## src/rtl/freq_measure_scheduler_pkg.sv

```systemverilog
// Shared types and default constants for the frequency-measurement scheduler.
package freq_measure_scheduler_pkg;

    typedef enum logic [2:0] {
        ST_IDLE    = 3'd0,
        ST_SETTLE  = 3'd1,
        ST_CLEAR   = 3'd2,
        ST_GATE    = 3'd3,
        ST_DRAIN   = 3'd4,
        ST_PRESENT = 3'd5
    } state_t;

    localparam int NUM_CH_DEF        = 4;
    localparam int CNT_W_DEF         = 24;
    localparam int GATE_CYCLES_DEF   = 1000000;
    localparam int SETTLE_CYCLES_DEF = 16;
    localparam int DRAIN_CYCLES_DEF  = 4;

    function automatic int max3(input int a, input int b, input int c);
        int m;
        m = (a > b) ? a : b;
        return (m > c) ? m : c;
    endfunction

    // One shared down-counter covers every timed state, so it is sized for the longest one.
    function automatic int timer_width(input int gate, input int settle, input int drain);
        return $clog2(max3(gate, settle, drain) + 1);
    endfunction

endpackage

```

## src/rtl/freq_measure_scheduler_if.sv

```systemverilog
// Result handshake between the scheduler (master) and the host (slave).
interface freq_measure_scheduler_if #(
    parameter int CH_W  = 2,
    parameter int CNT_W = freq_measure_scheduler_pkg::CNT_W_DEF
);
    logic             res_valid;
    logic             res_ready;
    logic [CH_W-1:0]  res_channel;
    logic [CNT_W-1:0] res_count;
    logic             res_ovf;

    modport master (
        output res_valid,
        output res_channel,
        output res_count,
        output res_ovf,
        input  res_ready
    );

    modport slave (
        input  res_valid,
        input  res_channel,
        input  res_count,
        input  res_ovf,
        output res_ready
    );
endinterface

```

## src/rtl/freq_measure_scheduler_rr_channel_picker.sv

```systemverilog
// Wrap-around priority pick: first enabled channel at or after the round-robin pointer.
module rr_channel_picker
    import freq_measure_scheduler_pkg::*;
#(
    parameter int NUM_CH = NUM_CH_DEF
) (
    input  logic [NUM_CH-1:0]         i_ch_mask,
    input  logic [$clog2(NUM_CH)-1:0] i_rr_ptr,
    output logic [$clog2(NUM_CH)-1:0] o_pick,
    output logic [$clog2(NUM_CH)-1:0] o_next_ptr,
    output logic                      o_any
);
    localparam int CH_W = $clog2(NUM_CH);
    localparam logic [CH_W:0] N_W = (CH_W + 1)'(NUM_CH);

    logic [CH_W:0] w_idx;
    logic [CH_W:0] w_next;

    assign o_any = |i_ch_mask;

    // Scan from farthest to nearest so the nearest enabled channel is the one left standing.
    always_comb begin
        o_pick = '0;
        w_idx  = '0;
        for (int i = NUM_CH - 1; i >= 0; i--) begin
            w_idx = {1'b0, i_rr_ptr} + (CH_W + 1)'(i);
            if (w_idx >= N_W) begin
                w_idx = w_idx - N_W;
            end
            if (i_ch_mask[w_idx[CH_W-1:0]]) begin
                o_pick = w_idx[CH_W-1:0];
            end
        end
    end

    // Pointer moves one past the channel just picked, modulo the channel count.
    always_comb begin
        w_next = {1'b0, o_pick} + (CH_W + 1)'(1);
        if (w_next >= N_W) begin
            w_next = '0;
        end
        o_next_ptr = w_next[CH_W-1:0];
    end
endmodule

```

## src/rtl/freq_measure_scheduler.sv

```systemverilog
// Sequences the shared frequency-measurement datapath across the chip-output channels.
//
//   state      | meaning
//   -----------+--------------------------------------------------------
//   ST_IDLE    | waiting for start; nothing driven to the datapath
//   ST_SETTLE  | new channel selected, mux output settling
//   ST_CLEAR   | one-cycle clear pulse to the datapath counter
//   ST_GATE    | enable window open for exactly GATE_CYCLES
//   ST_DRAIN   | window closed, let the datapath finish; capture on last cycle
//   ST_PRESENT | result offered to host, held until accepted
module freq_measure_scheduler
    import freq_measure_scheduler_pkg::*;
#(
    parameter int NUM_CH        = NUM_CH_DEF,
    parameter int CNT_W         = CNT_W_DEF,
    parameter int GATE_CYCLES   = GATE_CYCLES_DEF,
    parameter int SETTLE_CYCLES = SETTLE_CYCLES_DEF,
    parameter int DRAIN_CYCLES  = DRAIN_CYCLES_DEF
) (
    input  logic                     i_clk_sys,
    input  logic                     i_rst,
    input  logic                     i_start,
    input  logic                     i_continuous,
    input  logic                     i_abort,
    input  logic [NUM_CH-1:0]        i_ch_mask,
    input  logic [NUM_CH-1:0]        i_sig_in,
    output logic                     o_sel_signal,
    output logic                     o_meas_clear,
    output logic                     o_meas_enable,
    input  logic [CNT_W-1:0]         i_meas_count,
    output logic                     o_busy,
    output logic                     o_err_nomask,
    freq_measure_scheduler_if.master res_if
);
    localparam int CH_W  = $clog2(NUM_CH);
    localparam int TMR_W = timer_width(GATE_CYCLES, SETTLE_CYCLES, DRAIN_CYCLES);

    localparam logic [TMR_W-1:0] LD_SETTLE = TMR_W'(SETTLE_CYCLES - 1);
    localparam logic [TMR_W-1:0] LD_GATE   = TMR_W'(GATE_CYCLES - 1);
    localparam logic [TMR_W-1:0] LD_DRAIN  = TMR_W'(DRAIN_CYCLES - 1);

    state_t             r_state;
    state_t             w_state_next;
    logic [TMR_W-1:0]   r_timer;
    logic [TMR_W-1:0]   w_timer_load_val;
    logic               w_timer_load;
    logic               w_timer_tc;
    logic [CH_W-1:0]    r_cur_ch;
    logic [CH_W-1:0]    r_rr_ptr;
    logic [CH_W-1:0]    w_pick;
    logic [CH_W-1:0]    w_rr_next;
    logic               w_any;
    logic               w_take_pick;
    logic               w_capture;
    logic               r_sel_signal;
    logic               r_err_nomask;
    logic [CH_W-1:0]    r_res_channel;
    logic [CNT_W-1:0]   r_res_count;
    logic               r_res_ovf;

    rr_channel_picker #(
        .NUM_CH (NUM_CH)
    ) u_picker (
        .i_ch_mask  (i_ch_mask),
        .i_rr_ptr   (r_rr_ptr),
        .o_pick     (w_pick),
        .o_next_ptr (w_rr_next),
        .o_any      (w_any)
    );

    assign w_timer_tc = (r_timer == '0);
    assign w_capture  = !i_abort && (r_state == ST_DRAIN) && w_timer_tc;

    // State register.
    always_ff @(posedge i_clk_sys) begin
        if (i_rst) begin
            r_state <= ST_IDLE;
        end else begin
            r_state <= w_state_next;
        end
    end

    // Next-state, timer-load and channel-pick decisions; abort overrides everything.
    always_comb begin
        w_state_next     = r_state;
        w_timer_load     = 1'b0;
        w_timer_load_val = '0;
        w_take_pick      = 1'b0;
        if (i_abort) begin
            w_state_next = ST_IDLE;
        end else begin
            case (r_state)
                ST_IDLE: begin
                    if (i_start && w_any) begin
                        w_state_next     = ST_SETTLE;
                        w_take_pick      = 1'b1;
                        w_timer_load     = 1'b1;
                        w_timer_load_val = LD_SETTLE;
                    end
                end
                ST_SETTLE: begin
                    if (w_timer_tc) begin
                        w_state_next = ST_CLEAR;
                    end
                end
                ST_CLEAR: begin
                    w_state_next     = ST_GATE;
                    w_timer_load     = 1'b1;
                    w_timer_load_val = LD_GATE;
                end
                ST_GATE: begin
                    if (w_timer_tc) begin
                        w_state_next     = ST_DRAIN;
                        w_timer_load     = 1'b1;
                        w_timer_load_val = LD_DRAIN;
                    end
                end
                ST_DRAIN: begin
                    if (w_timer_tc) begin
                        w_state_next = ST_PRESENT;
                    end
                end
                ST_PRESENT: begin
                    if (res_if.res_ready) begin
                        if (i_continuous && w_any) begin
                            w_state_next     = ST_SETTLE;
                            w_take_pick      = 1'b1;
                            w_timer_load     = 1'b1;
                            w_timer_load_val = LD_SETTLE;
                        end else begin
                            w_state_next = ST_IDLE;
                        end
                    end
                end
                default: w_state_next = ST_IDLE;
            endcase
        end
    end

    // Datapath controls and status decode straight from the registered state.
    always_comb begin
        o_meas_clear     = (r_state == ST_CLEAR);
        o_meas_enable    = (r_state == ST_GATE);
        o_busy           = (r_state != ST_IDLE);
        res_if.res_valid = (r_state == ST_PRESENT);
    end

    // Shared down-counter: loaded on entry to a timed state, holds at zero.
    always_ff @(posedge i_clk_sys) begin
        if (i_rst) begin
            r_timer <= '0;
        end else if (w_timer_load) begin
            r_timer <= w_timer_load_val;
        end else if (!w_timer_tc) begin
            r_timer <= r_timer - TMR_W'(1);
        end
    end

    // Current channel and round-robin pointer advance only on a pick.
    always_ff @(posedge i_clk_sys) begin
        if (i_rst) begin
            r_cur_ch <= '0;
            r_rr_ptr <= '0;
        end else if (w_take_pick) begin
            r_cur_ch <= w_pick;
            r_rr_ptr <= w_rr_next;
        end
    end

    // Channel mux register; metastability is left to the datapath.
    always_ff @(posedge i_clk_sys) begin
        if (i_rst) begin
            r_sel_signal <= 1'b0;
        end else begin
            r_sel_signal <= i_sig_in[r_cur_ch];
        end
    end

    // Flag a start request that has no channel to measure.
    always_ff @(posedge i_clk_sys) begin
        if (i_rst) begin
            r_err_nomask <= 1'b0;
        end else begin
            r_err_nomask <= (r_state == ST_IDLE) && i_start && !i_abort && !w_any;
        end
    end

    // Result capture on the last drain cycle; held until the next capture.
    always_ff @(posedge i_clk_sys) begin
        if (i_rst) begin
            r_res_channel <= '0;
            r_res_count   <= '0;
            r_res_ovf     <= 1'b0;
        end else if (w_capture) begin
            r_res_channel <= r_cur_ch;
            r_res_count   <= i_meas_count;
            r_res_ovf     <= &i_meas_count;
        end
    end

    assign o_sel_signal       = r_sel_signal;
    assign o_err_nomask       = r_err_nomask;
    assign res_if.res_channel = r_res_channel;
    assign res_if.res_count   = r_res_count;
    assign res_if.res_ovf     = r_res_ovf;
endmodule

```

## src/flat_wrapper.sv

```systemverilog
// flat-port wrapper written by rule: the top's interface ports become plain ports
module freq_measure_scheduler_flat import freq_measure_scheduler_pkg::*;
#(
    parameter int NUM_CH        = NUM_CH_DEF,
    parameter int CNT_W         = CNT_W_DEF,
    parameter int GATE_CYCLES   = GATE_CYCLES_DEF,
    parameter int SETTLE_CYCLES = SETTLE_CYCLES_DEF,
    parameter int DRAIN_CYCLES  = DRAIN_CYCLES_DEF
)
  (i_clk_sys, i_rst, i_start, i_continuous, i_abort, i_ch_mask, i_sig_in, o_sel_signal, o_meas_clear, o_meas_enable, i_meas_count, o_busy, o_err_nomask, res_if_res_valid, res_if_res_channel, res_if_res_count, res_if_res_ovf, res_if_res_ready);
  freq_measure_scheduler_if #(.CH_W((2)), .CNT_W(CNT_W)) res_if_i ();
  input  logic i_clk_sys;
  input  logic i_rst;
  input  logic i_start;
  input  logic i_continuous;
  input  logic i_abort;
  input  logic [NUM_CH-1:0] i_ch_mask;
  input  logic [NUM_CH-1:0] i_sig_in;
  output logic o_sel_signal;
  output logic o_meas_clear;
  output logic o_meas_enable;
  input  logic [CNT_W-1:0] i_meas_count;
  output logic o_busy;
  output logic o_err_nomask;
  output wire logic [$bits(res_if_i.res_valid)-1:0] res_if_res_valid;
  output wire logic [$bits(res_if_i.res_channel)-1:0] res_if_res_channel;
  output wire logic [$bits(res_if_i.res_count)-1:0] res_if_res_count;
  output wire logic [$bits(res_if_i.res_ovf)-1:0] res_if_res_ovf;
  input wire logic [$bits(res_if_i.res_ready)-1:0] res_if_res_ready;
  assign res_if_res_valid = res_if_i.res_valid;
  assign res_if_res_channel = res_if_i.res_channel;
  assign res_if_res_count = res_if_i.res_count;
  assign res_if_res_ovf = res_if_i.res_ovf;
  assign res_if_i.res_ready = res_if_res_ready;
  freq_measure_scheduler #(.NUM_CH(NUM_CH), .CNT_W(CNT_W), .GATE_CYCLES(GATE_CYCLES), .SETTLE_CYCLES(SETTLE_CYCLES), .DRAIN_CYCLES(DRAIN_CYCLES)) u_core (.i_clk_sys(i_clk_sys), .i_rst(i_rst), .i_start(i_start), .i_continuous(i_continuous), .i_abort(i_abort), .i_ch_mask(i_ch_mask), .i_sig_in(i_sig_in), .o_sel_signal(o_sel_signal), .o_meas_clear(o_meas_clear), .o_meas_enable(o_meas_enable), .i_meas_count(i_meas_count), .o_busy(o_busy), .o_err_nomask(o_err_nomask), .res_if(res_if_i));
endmodule
```

## config.mk

```make
export PLATFORM = sky130hd
export DESIGN_NAME = freq_measure_scheduler_flat
export DESIGN_NICKNAME = d
export VERILOG_FILES = /design/src/rtl/freq_measure_scheduler_pkg.sv /design/src/rtl/freq_measure_scheduler_if.sv /design/src/rtl/freq_measure_scheduler_rr_channel_picker.sv /design/src/rtl/freq_measure_scheduler.sv /design/src/flat_wrapper.sv
export SDC_FILE = /design/constraint.sdc
export NUM_CORES = 1
export LEC_CHECK = 0
export BUFFER_PORTS_ARGS = -buffer_cell sky130_fd_sc_hd__buf_2
export CAP_MARGIN = 20
export CORE_MARGIN = 2
export CORE_UTILIZATION = 35
export CTS_BUF_LIST = sky130_fd_sc_hd__clkbuf_8
export CTS_CLUSTER_DIAMETER = 80
export DETAILED_ROUTE_END_ITERATION = 6
export GPL_TIMING_DRIVEN = 0
export SLEW_MARGIN = 20
export SYNTH_ARGS = -nofsm -noshare
export SYNTH_HDL_FRONTEND = slang
export SYNTH_HIERARCHICAL = 1
export SYNTH_SLANG_ARGS = --single-unit
```

## constraint.sdc

```tcl
create_clock -name i_clk_sys -period 3.06 [get_ports i_clk_sys]
set_input_delay 0.612 -clock i_clk_sys [delete_from_list [all_inputs] [get_ports i_clk_sys]]
set_output_delay 0.612 -clock i_clk_sys [all_outputs]
set_load 0.05 [all_outputs]
```

After elaboration in Yosys (flattened, before gate mapping)
Index checks and enable logic that the tools add are counted.
- flip-flop bits (word level): 56
- input port bits: 38
- output and inout port bits: 33
- word-level logic and storage cells: 97
- $add $sub $neg: 9
- $lt $le $gt $ge: 10
- equality and inequality tests: 11
- muxes and demuxes: 42
- reductions and logical operators: 16
- operators with widths (cell ; count):
    $mux 20 ; 4
    $pmux 20 s4 ; 1
    $reduce_and 24->1 ; 1
    $logic_not 20->1 ; 1
    $mux 2 ; 10
    $sub 20x1->20 const B ; 1
    $pmux 3 s6 ; 1
    $lt 2x3->1 const B ; 5
    $mux 3 ; 5
    $ge 3x3->1 const B ; 4
    $mux 1 ; 12
    $ne 2x1->1 const B ; 6
    $bmux 1 s2 ; 5
    $mux 4 ; 2
    $sub 2x1->2 const B ; 4
    $logic_and 1x1->1 ; 7
    $add 2x1->3 const B ; 2
    $add 2x2->3 const B ; 2
    $eq 3x2->1 const B ; 2
    $eq 3x3->1 const B ; 2
    $reduce_and 5->1 ; 1
    $pmux 1 s4 ; 1
    $reduce_or 4->1 ; 1
    $eq 3x1->1 const B ; 1
    other kinds (6) ; 7

Longest topological paths before layout
Gate-level depths: netlist of run 1.
- depth after elaboration: 12
- depth in mapped cells: 10
- depth with buffers taken out: 7

Modules after synthesis
The synthesis of run 1 kept the hierarchy.
- modules (own cells, without submodules) (module ; times used ; cells each ; area an instance (µm²) ; sequential area each (µm²)):
    freq_measure_scheduler ; 1 ; 282 ; 2577.5 ; 1121.1
    rr_channel_picker ; 1 ; 18 ; 102.6 ; 0.0

Worst setup path before layout of run 1
No wires, ideal clock.
- kind: register -> register
- from: register u_core.r_timer[14]
- to: register u_core.r_res_ovf (netlist: u_core/res_if.res_ovf)
- library setup time: 70 ps
- arrival time: 2160 ps
- data required time: 2990 ps
- slack: 830 ps
- cell stages (with the launch flop): 8
- buffers on the path: 2
- clock period less this slack: 2230 ps
- cells stage by stage: dfxtp_1 -> or4_4 -> and4bb_1 -> buf_6 -> nand4_2 -> buf_6 -> or4_1 -> a21oi_1
- longest elaborated chain between the ends: 2
- ends and longest elaborated chain (item ; RTL line ; RTL):
    from (decl) ; freq_measure_scheduler.sv:44 ; logic [TMR_W-1:0] r_timer;
    from (signal assigned) ; freq_measure_scheduler.sv:153 ; r_timer <= w_timer_load_val;
    from (signal assigned) ; freq_measure_scheduler.sv:155 ; r_timer <= r_timer - TMR_W'(1);
    $logic_not 20->1 ; freq_measure_scheduler.sv:71 ; assign w_timer_tc = (r_timer == '0);
    $logic_and 1x1->1 ; freq_measure_scheduler.sv:72 ; assign w_capture = !i_abort && (r_state == ST_DRAIN) && w_timer_tc;
    to (signal assigned) ; freq_measure_scheduler.sv:197 ; r_res_ovf <= &i_meas_count;
    to (decl) ; freq_measure_scheduler.sv:59 ; logic r_res_ovf;
Every way passes these cells.
A chain may end at the register's enable or synchronous reset.

Worst setup path in the final report of run 1
- from: register u_core.r_timer[2]
- to: register u_core.r_res_ovf (netlist: u_core/res_if.res_ovf)
Same word-level chain as after synthesis.

==> reports/results.ini, run 1 <==
[global_route]
antenna_found_initial = 0
grt_pass1_vias = 2390
grt_pass1_wl_mm = 11.1
grt-ovfl-total = 0
grt_max_degree = 20
track_usage_pct = 15.9

[logic_synthesis]
syn_inst = 300
synth_fp_nets = 340
synth-seq-area-share_pct = 41.8
ys_types = 47
ys.flop_type = dfxtp_1
avgSynthCellArea_um2 = 8.93
ys_async_sr_fraction_pct = 0
synth_edf_count = 0
synth_seq_cells = 56
syn_area_um2 = 2680
yosys_warnings = 6

[clocking]
numClockSinks = 56
clk_pin_slew_ps = 110
clockRootBuffer = clkbuf_8
cts_buffer_depth = 2
post_cts_buffers = 0
htree_levels = 2
clk_latency_ps = 310
ctsHoldBuffers = 0
cts_resized = 0
cts_tree = yes
cts_buffers = 5

[sta]
fin_crit_ps = 2520
relSlewSlack_pct = 49.3
tns_ps = 0
timing.fmax_mhz = 397
finalHoldViolCount = 0
finClkSkew_ps = 8.87
finalCritPeriodShare_pct = 82.3
setup_viol = 0
max_slew.worst_pin.slew_ps = 759
grt_setup_unrepaired = no
slew_viol_final = 0

[routing]
via_per_inst = 5.06
vias = 2413
wire_per_inst_um = 13.2
post-route-drc-count = 0
wl_mm = 6.31
antenna_left = 0
firstDrtPassIters = 4
drtIter0Drc = 96

[pwr]
p_int_mw = 1.49
power_switching_uw = 985
vdd_drop_max_mv = 0.299
swShare_pct = 39.7
power_frac_seq_pct = 38.7
comb_power_share_pct = 44.0
power_frac_clock_pct = 17.3
p_leak_nw = 1.58
p_per_area_nw_per_um2 = 763

[floorplanning]
die_w_um = 91.5
io_pins = 71
core_um2 = 7330
rows = 31
initial_core_util_pct = 36.6
die_y_um = 91.5
die_area_um2 = 8370

[setup_path]
crit_arrival_ps = 2760
cp_slowest_cell = nor4_2
start_kind = flop
setup.worst_path.class = reg -> reg
cp.required_ps = 3300
critPathTopFamily = simple AND/OR/NAND/NOR gates
worst_path_most_repeated_cell = buf_6
crit_buf_inv = 2
path_cells = nor4_2 -> and4bb_1 -> buf_6 -> nand4_2 -> buf_6 -> or4_1 -> a21oi_1
critical-path-max-stage-delay_ps = 570
crit_fanout = 10
end_kind = flop

[final_layout]
final_area_um2 = 3250
fillCellCount = 755
nets = 417
final_layout_size_suffix_gt1_share_pct = 23.5
final_cell_mix = buf_2, dfxtp_1, nor2_1
areaGrowthSynthToFinish_pct = 21.3
layout_commonest_cell = buf_2
num_antenna_cells = 0

[outcome]
outcome = complete, no violations

[place]
dp_hpwl_mm = 4.79
placed_area_um2 = 3150
io_buffers = 70
routabilityCongestion = 0.778

[run]
maxCapViolCount = 0

[min_path]
min_path_type = reg -> reg

## path summary, 6_finish.rpt
check	from	end	slack, ps	cells after the start
max	u_core/r_timer[2]$_SDFFE_PP0P_	u_core/res_if.res_ovf$_SDFFE_PP0P_	540	7
min	u_core/res_if.res_ovf$_SDFFE_PP0P_	u_core/res_if.res_ovf$_SDFFE_PP0P_	500	2
max reg2reg	u_core/r_timer[2]$_SDFFE_PP0P_	u_core/res_if.res_ovf$_SDFFE_PP0P_	540	7
min reg2reg	u_core/res_if.res_ovf$_SDFFE_PP0P_	u_core/res_if.res_ovf$_SDFFE_PP0P_	500	2
## registers in the layout, summed over array words and instances, names as in the netlist
signal	cells
u_core/o_err_nomask	1
u_core/o_sel_signal	1
u_core/r_cur_ch	2
u_core/r_rr_ptr	2
u_core/r_state	3
u_core/r_timer	20
u_core/res_if.res_channel	2
u_core/res_if.res_count	24
u_core/res_if.res_ovf	1
## power by group through the flow
stage / combinational, mW / clock (mW) / sequential [mW]
4_1_cts: 1.09 / 0.450 / 0.958
3_3_place_gp: 1.07 / 0 / 0.970
3_5_place_dp: 1.08 / 0 / 0.974
2_1_floorplan: 0.869 / 0 / 0.950
5_1_grt: 1.23 / 0.479 / 0.982
6_report: 1.09 / 0.430 / 0.959
## worst register-to-register path, cell delays in order (launching register included)
cell	delay, ps
dfxtp_1	370
nor4_2	570
and4bb_1	330
buf_6	160
nand4_2	120
buf_6	190
or4_1	550
a21oi_1	160
## cell families (layout without fill, tap and decap cells)
logic type,Yosys count,in the layout,share of synthesized area (%)
multiplexers,34,34,13.2
XOR/XNOR,15,15,4.90
adder cells (fa/ha/maj),2,2,0.934
buffers and inverters,22,100,3.73
AO/OA/AOI/OAI,43,43,9.90
flip-flops,56,56,41.8
AND/OR/NAND/NOR,128,128,25.5
## stage by stage
stage | hold slack (ps) | util [%] | std cells | power (mW) | worst slack [ps]
3_5_place_dp | 474 | 43.0 | 469 | 2.06 | 363
3_3_place_gp | 442 | 43.0 | 469 | 2.04 | 367
2_1_floorplan | 458 | - | 300 | 1.82 | 830
4_1_cts | 508 | 44.3 | 477 | 2.50 | 541
5_1_grt | 529 | 44.3 | 477 | 2.69 | 278
6_report | 498 | 44.3 | 477 | 2.48 | 542
## metal layers
metal / vias up / track usage (%) / wire length (um)
li1: 1217 / - / -
met1: 1121 / 20.9 / 2970
met2: 73 / 25.7 / 2870
met3: 2 / 5.31 / 456
met4: 0 / 2.53 / 15
met5: - / 0 / 0
## cell type report
cell class                 count  area (um^2)  share of cell area, %
buffer                        16         77.6                   2.39
clock buffer                   5         68.8                   2.12
clock inverter                 3         27.5                  0.847
inverter                       6         22.5                  0.693
multi-input combinational    222         1460                   44.9
sequential                    56         1120                   34.5
tap                           99          124                   3.81
timing repair buffer          70          350                   10.8
## Yosys cell counts, drive strengths merged, types with 6 or more instances
| cell type | instances | area share (%) |
|---|---|---|
| nor3 | 10 | 1.9 |
| inv | 6 | 0.84 |
| nor2 | 52 | 7.3 |
| nand4 | 9 | 2.3 |
| or3 | 10 | 2.3 |
| a21oi | 14 | 2.6 |
| dfxtp | 56 | 42 |
| o21ai | 11 | 2.1 |
| clkbuf | 11 | 1.5 |
| xnor2 | 10 | 3.3 |
| mux2i | 32 | 12 |
| nand2 | 16 | 2.2 |
Power figures use the tool's default switching activity.
==> inputs of run 2 (changes only) <==
==> constraint.sdc (replaced) <==
create_clock -name i_clk_sys -period 2.1 [get_ports i_clk_sys]
set_input_delay 0.42 -clock i_clk_sys [delete_from_list [all_inputs] [get_ports i_clk_sys]]
set_output_delay 0.42 -clock i_clk_sys [all_outputs]
set_load 0.05 [all_outputs]
==> run 2 against run 1 <==
- the flow now finishes with violations (negative setup slack)
- critical path type unchanged
- flip-flop and latch count stayed put
- final area increased by 8.3%
- register-to-register slack worse by 620 ps
- via count grew 1.2%
- clock power increased by 45%
- highest routed layer unchanged
- sequential power grew 52%
- critical path depth fell by 1
==> reports/results.ini, run 2 (synthesis gave the netlist of run 1 again) <==
[floorplanning]
core_um2 = 7330
die_w_um = 91.5
io_pins = 71
rows = 31
initial_core_util_pct = 36.6
die_area_um2 = 8370
die_y_um = 91.5

[place]
routabilityCongestion = 0.844
dp_hpwl_mm = 4.63
dpl_worst_slack_ps = -389
io_buffers = 70
placed_area_um2 = 3160

[sta]
finalHoldViolCount = 0
fin_crit_ps = 2180
finClkSkew_ps = 6.41
max_slew.worst_pin.slew_ps = 502
grt_setup_unrepaired = yes
timing.fmax_mhz = 458
tns_ps = -175
relSlewSlack_pct = 66.5
setup_viol = 7
slew_viol_final = 0
finalCritPeriodShare_pct = 104
fin_ws_ps = -82.6
whs_ps = 352

[global_route]
grt_max_degree = 20
grt_busiest_layer = met2
grt_pass1_wl_mm = 11.0
grt-ovfl-total = 0
antenna_found_initial = 0
grt_pass1_vias = 2405
use_met2_pct = 25.9
use_met3_pct = 4.81
track_usage_pct = 15.7
use_met1_pct = 19.9

[setup_path]
start_kind = flop
end_kind = flop
r2r-start = u_core/r_timer[16]$_SDFFE_PP0P_
path_cells = or4_4 -> and4bb_1 -> buf_6 -> nand4_4 -> or4_4 -> a21oi_2
crit_buf_inv = 1
ff2ff_setup_slack_ps = -80
worst_path_most_repeated_cell = or4_4
cp_slowest_cell = or4_4
crit_fanout = 5
critPathTopFamily = simple AND/OR/NAND/NOR gates
r2r_cells = 6
critical-path-max-stage-delay_ps = 550
reg2reg_to = u_core/res_if.res_ovf$_SDFFE_PP0P_
crit_arrival_ps = 2430
cp.required_ps = 2340
setup.worst_path.class = reg -> reg

[clocking]
cts_buffers = 5
htree_levels = 2
clk_pin_slew_ps = 110
ctsHoldBuffers = 0
numClockSinks = 56
cts_tree = yes
clockRootBuffer = clkbuf_8
cts_buffer_depth = 2
clk_latency_ps = 310

[final_layout]
ff_latch_area_um2 = 1140
final_layout_size_suffix_gt1_share_pct = 34.5
final_area_um2 = 3520
nets = 427
areaGrowthSynthToFinish_pct = 31.3
num_antenna_cells = 0
largest_register_ffs = 24
fillCellCount = 702
multi_input_area_um2 = 1590
final_cell_mix = buf_2, nor2_1, dfxtp_1
layout_commonest_cell = buf_2

[routing]
wl_mm = 6.35
wire_per_inst_um = 13.0
vias = 2443
via_per_inst = 5.02
antenna_left = 0
firstDrtPassIters = 4
drtIter0Drc = 57
post-route-drc-count = 0

[pwr]
p_per_area_nw_per_um2 = 1160
vdd_drop_max_mv = 0.593
finalPower_mw = 4.07
p_leak_nw = 1.67

[run]
maxCapViolCount = 0

[outcome]
outcome = finished with violations
violations = negative setup slack

[min_path]
hold_depth = 3
holdPathEnd = u_core/res_if.res_count[13]$_SDFFE_PP0P_
min_path_type = in -> reg
hold_start = i_meas_count[13]

==> run 2: tightest hold or removal path, stage by stage <==
cell,delay (ps)
buf_2,90
mux2i_1,60
nor2_1,70
==> run 2: metal layers <==
layer / vias to the layer above / share of wire, %
met1: 1139 / 47
met3: 6 / 5.6
met4: 0 / 0.83
li1: 1236 / -
met2: 62 / 47
met5: - / 0
==> run 2: through the flow <==
step	utilization [%]	instances
after floorplan	-	300
after global placement	43.0	469
after detailed placement	43.0	469
after CTS	45.7	483
after global routing	48.0	487
final	48.0	487
==> run 2: power by group <==
part / internal [mW] / total (mW) / switching (mW)
registers: 1.26 / 1.46 / 0.206
logic: 0.968 / 1.98 / 1.01
clock network: 0.246 / 0.623 / 0.377
==> run 2: layout make-up <==
cell class | count | area share (%)
repair buffers | 85 | 13.9
clock buffers | 5 | 1.96
inverters | 6 | 0.640
plain buffers | 11 | 1.78
flip-flops and latches | 56 | 32.3
multi-input cells | 222 | 45.1
clock inverters | 3 | 0.782
well taps | 99 | 3.52
==> run 2: what timing repair did <==
item	in CTS	in global routing
setup endpoints to repair	38	46
gates cloned	0	1
setup buffers	7	7
pin swaps	3	8
gates resized for setup	11	37
==> run 2: worst max-delay path by stage <==
stage | to | from | cells after the start | slack, ps
after floorplan | u_core/res_if.res_ovf$_SDFFE_PP0P_ | u_core/r_timer[17]$_SDFFE_PP0P_ | 7 | -90
after global placement | u_core/r_timer[8]$_SDFFE_PP0P_ | i_ch_mask[3] | 9 | -400
after detailed placement | u_core/r_timer[8]$_SDFFE_PP0P_ | i_ch_mask[3] | 9 | -390
after CTS | u_core/res_if.res_ovf$_SDFFE_PP0P_ | u_core/r_timer[16]$_SDFFE_PP0P_ | 7 | -160
after global routing | u_core/res_if.res_ovf$_SDFFE_PP0P_ | u_core/r_timer[15]$_SDFFE_PP0P_ | 6 | -150
final | u_core/res_if.res_ovf$_SDFFE_PP0P_ | u_core/r_timer[16]$_SDFFE_PP0P_ | 6 | -80
==> inputs of run 3 (changes only) <==
--- a/config.mk
+++ b/config.mk
@@ -7,7 +7,7 @@
 export LEC_CHECK = 0
 export BUFFER_PORTS_ARGS = -buffer_cell sky130_fd_sc_hd__buf_2
 export CAP_MARGIN = 20
-export CORE_MARGIN = 2
+export CORE_MARGIN = 8
 export CORE_UTILIZATION = 35
 export CTS_BUF_LIST = sky130_fd_sc_hd__clkbuf_8
 export CTS_CLUSTER_DIAMETER = 80
==> run 3 against run 2 <==
- the run still ends with negative setup slack left
- critical endpoint is now u_core/r_timer[13]$_SDFFE_PP0P_
- setup slack improved by 21 ps
- non-clock buffer count unchanged
- count of clock-buffer cells in the layout did not move
==> reports/results.ini, run 3 (synthesis gave the netlist of run 1 again) <==
[pwr]
p_per_area_nw_per_um2 = 1190
p_leak_nw = 1.68
vdd_drop_max_mv = 0.395

[setup_path]
crit_fanout = 4
crit_arrival_ps = 2420
crit_buf_inv = 0
crit_start = u_core/r_timer[6]$_SDFFE_PP0P_
cp.required_ps = 2350
r2r-start = u_core/r_timer[6]$_SDFFE_PP0P_
critPathTopFamily = simple AND/OR/NAND/NOR gates
start_kind = flop
r2r_cells = 5
cp_slowest_cell = or4_4
path_cells = or4_4 -> or3_4 -> or3_4 -> or3_4 -> a21oi_2
worst_path_most_repeated_cell = or3_4
crit_path_end = u_core/r_timer[13]$_SDFFE_PP0P_
path_depth = 5
setup.worst_path.class = reg -> reg
critical-path-max-stage-delay_ps = 540
ff2ff_setup_slack_ps = -60
reg2reg_to = u_core/r_timer[13]$_SDFFE_PP0P_
end_kind = flop

[place]
routabilityCongestion = 0.799
io_buffers = 70
dp_hpwl_mm = 4.97
placed_area_um2 = 3160

[clocking]
cts_buffers = 5
clk_latency_ps = 310
clk_pin_slew_ps = 110
clockRootBuffer = clkbuf_8
htree_levels = 2
cts_tree = yes
numClockSinks = 56
cts_buffer_depth = 2

[global_route]
antenna_found_initial = 0
grt_pass1_vias = 2524
grt-ovfl-total = 0
grt_max_degree = 20
grt_pass1_wl_mm = 11.3
track_usage_pct = 12.2

[final_layout]
nets = 427
largest_register_ffs = 24
num_antenna_cells = 0
final_area_um2 = 3490
final_layout_size_suffix_gt1_share_pct = 32.5
layout_commonest_cell = buf_2
fillCellCount = 746
final_cell_mix = buf_2, nor2_1, dfxtp_1
areaGrowthSynthToFinish_pct = 30.1

[floorplanning]
rows = 32
io_pins = 71
die_area_um2 = 10700
core_um2 = 7570
die_w_um = 104
die_y_um = 104
initial_core_util_pct = 35.4

[sta]
timing.fmax_mhz = 463
finalHoldViolCount = 0
finalCritPeriodShare_pct = 103
max_slew.worst_pin.slew_ps = 490
setup_viol = 2
tns_ps = -109
grt_setup_unrepaired = yes
fin_crit_ps = 2160
finClkSkew_ps = 3.96
fin_ws_ps = -61.5
relSlewSlack_pct = 67.3
slew_viol_final = 0

[routing]
firstDrtPassIters = 4
wl_mm = 6.61
vias = 2440
drtIter0Drc = 80
via_per_inst = 4.98
wire_per_inst_um = 13.5
post-route-drc-count = 0
antenna_left = 0

[min_path]
min_path_type = in -> reg

[run]
maxCapViolCount = 0

[outcome]
outcome = finished with violations
violations = negative setup slack

run 3: worst min-delay path by stage:
stage                     slack (ps)  depth (start not counted)                                       end                                from
after global placement           440                          2        u_core/res_if.res_ovf$_SDFFE_PP0P_  u_core/res_if.res_ovf$_SDFFE_PP0P_
final                            350                          3   u_core/res_if.res_count[2]$_SDFFE_PP0P_                     i_meas_count[2]
after global routing             350                          3   u_core/res_if.res_count[3]$_SDFFE_PP0P_                     i_meas_count[3]
after floorplan                  460                          2           u_core/r_timer[13]$_SDFFE_PP0P_     u_core/r_timer[13]$_SDFFE_PP0P_
after CTS                        340                          3  u_core/res_if.res_count[12]$_SDFFE_PP0P_                    i_meas_count[12]
after detailed placement         460                          2        u_core/res_if.res_ovf$_SDFFE_PP0P_  u_core/res_if.res_ovf$_SDFFE_PP0P_
run 3: power by group:
| part | internal (mW) | switching [mW] |
|---|---|---|
| Combinational | 1.05 | 1.02 |
| Sequential | 1.25 | 0.197 |
| Clock | 0.246 | 0.377 |
run 3: cell type report:
class                   instances  area (um^2)  area share [%]
clock inverters                 3         26.3           0.753
clock buffers                   5         68.8            1.97
plain buffers                  12         68.8            1.97
repair buffers                 84          463            13.3
well taps                     102          128            3.66
multi-input cells             222         1580            45.2
flip-flops and latches         56         1130            32.5
inverters                       6         22.5           0.646
run 3: worst min-delay path, delay by kind of cell:
family	cells	cell delay (ps)
mux	1	60
simple gates	1	70
buf+inv	1	90
run 3: metal layers:
metal	track usage, %	wire length [um]	vias up
li1	-	-	1233
met1	14.2	3010	1136
met2	19.3	2920	67
met3	5.76	631	4
met4	3.57	48	0
met5	0	0	-
run 3: through the flow:
stage	hold slack, ps	total power [mW]	std cells	utilization (%)	worst slack (ps)
2_1_floorplan	458	2.65	300	-	-86.5
3_3_place_gp	440	2.96	472	41.7	-394
3_5_place_dp	458	2.99	472	41.7	-412
4_1_cts	342	3.98	490	44.9	-171
5_1_grt	346	4.45	490	46.1	-108
6_report	353	4.14	490	46.1	-61.5
run 3: repair_timing:
| action | CTS | global route |
|---|---|---|
| hold buffers | 0 | 0 |
| resized for setup | 17 | 26 |
| pin swaps | 7 | 8 |
| cloned | 0 | 0 |
| setup buffers | 12 | 2 |
| setup endpoints to repair | 38 | 45 |
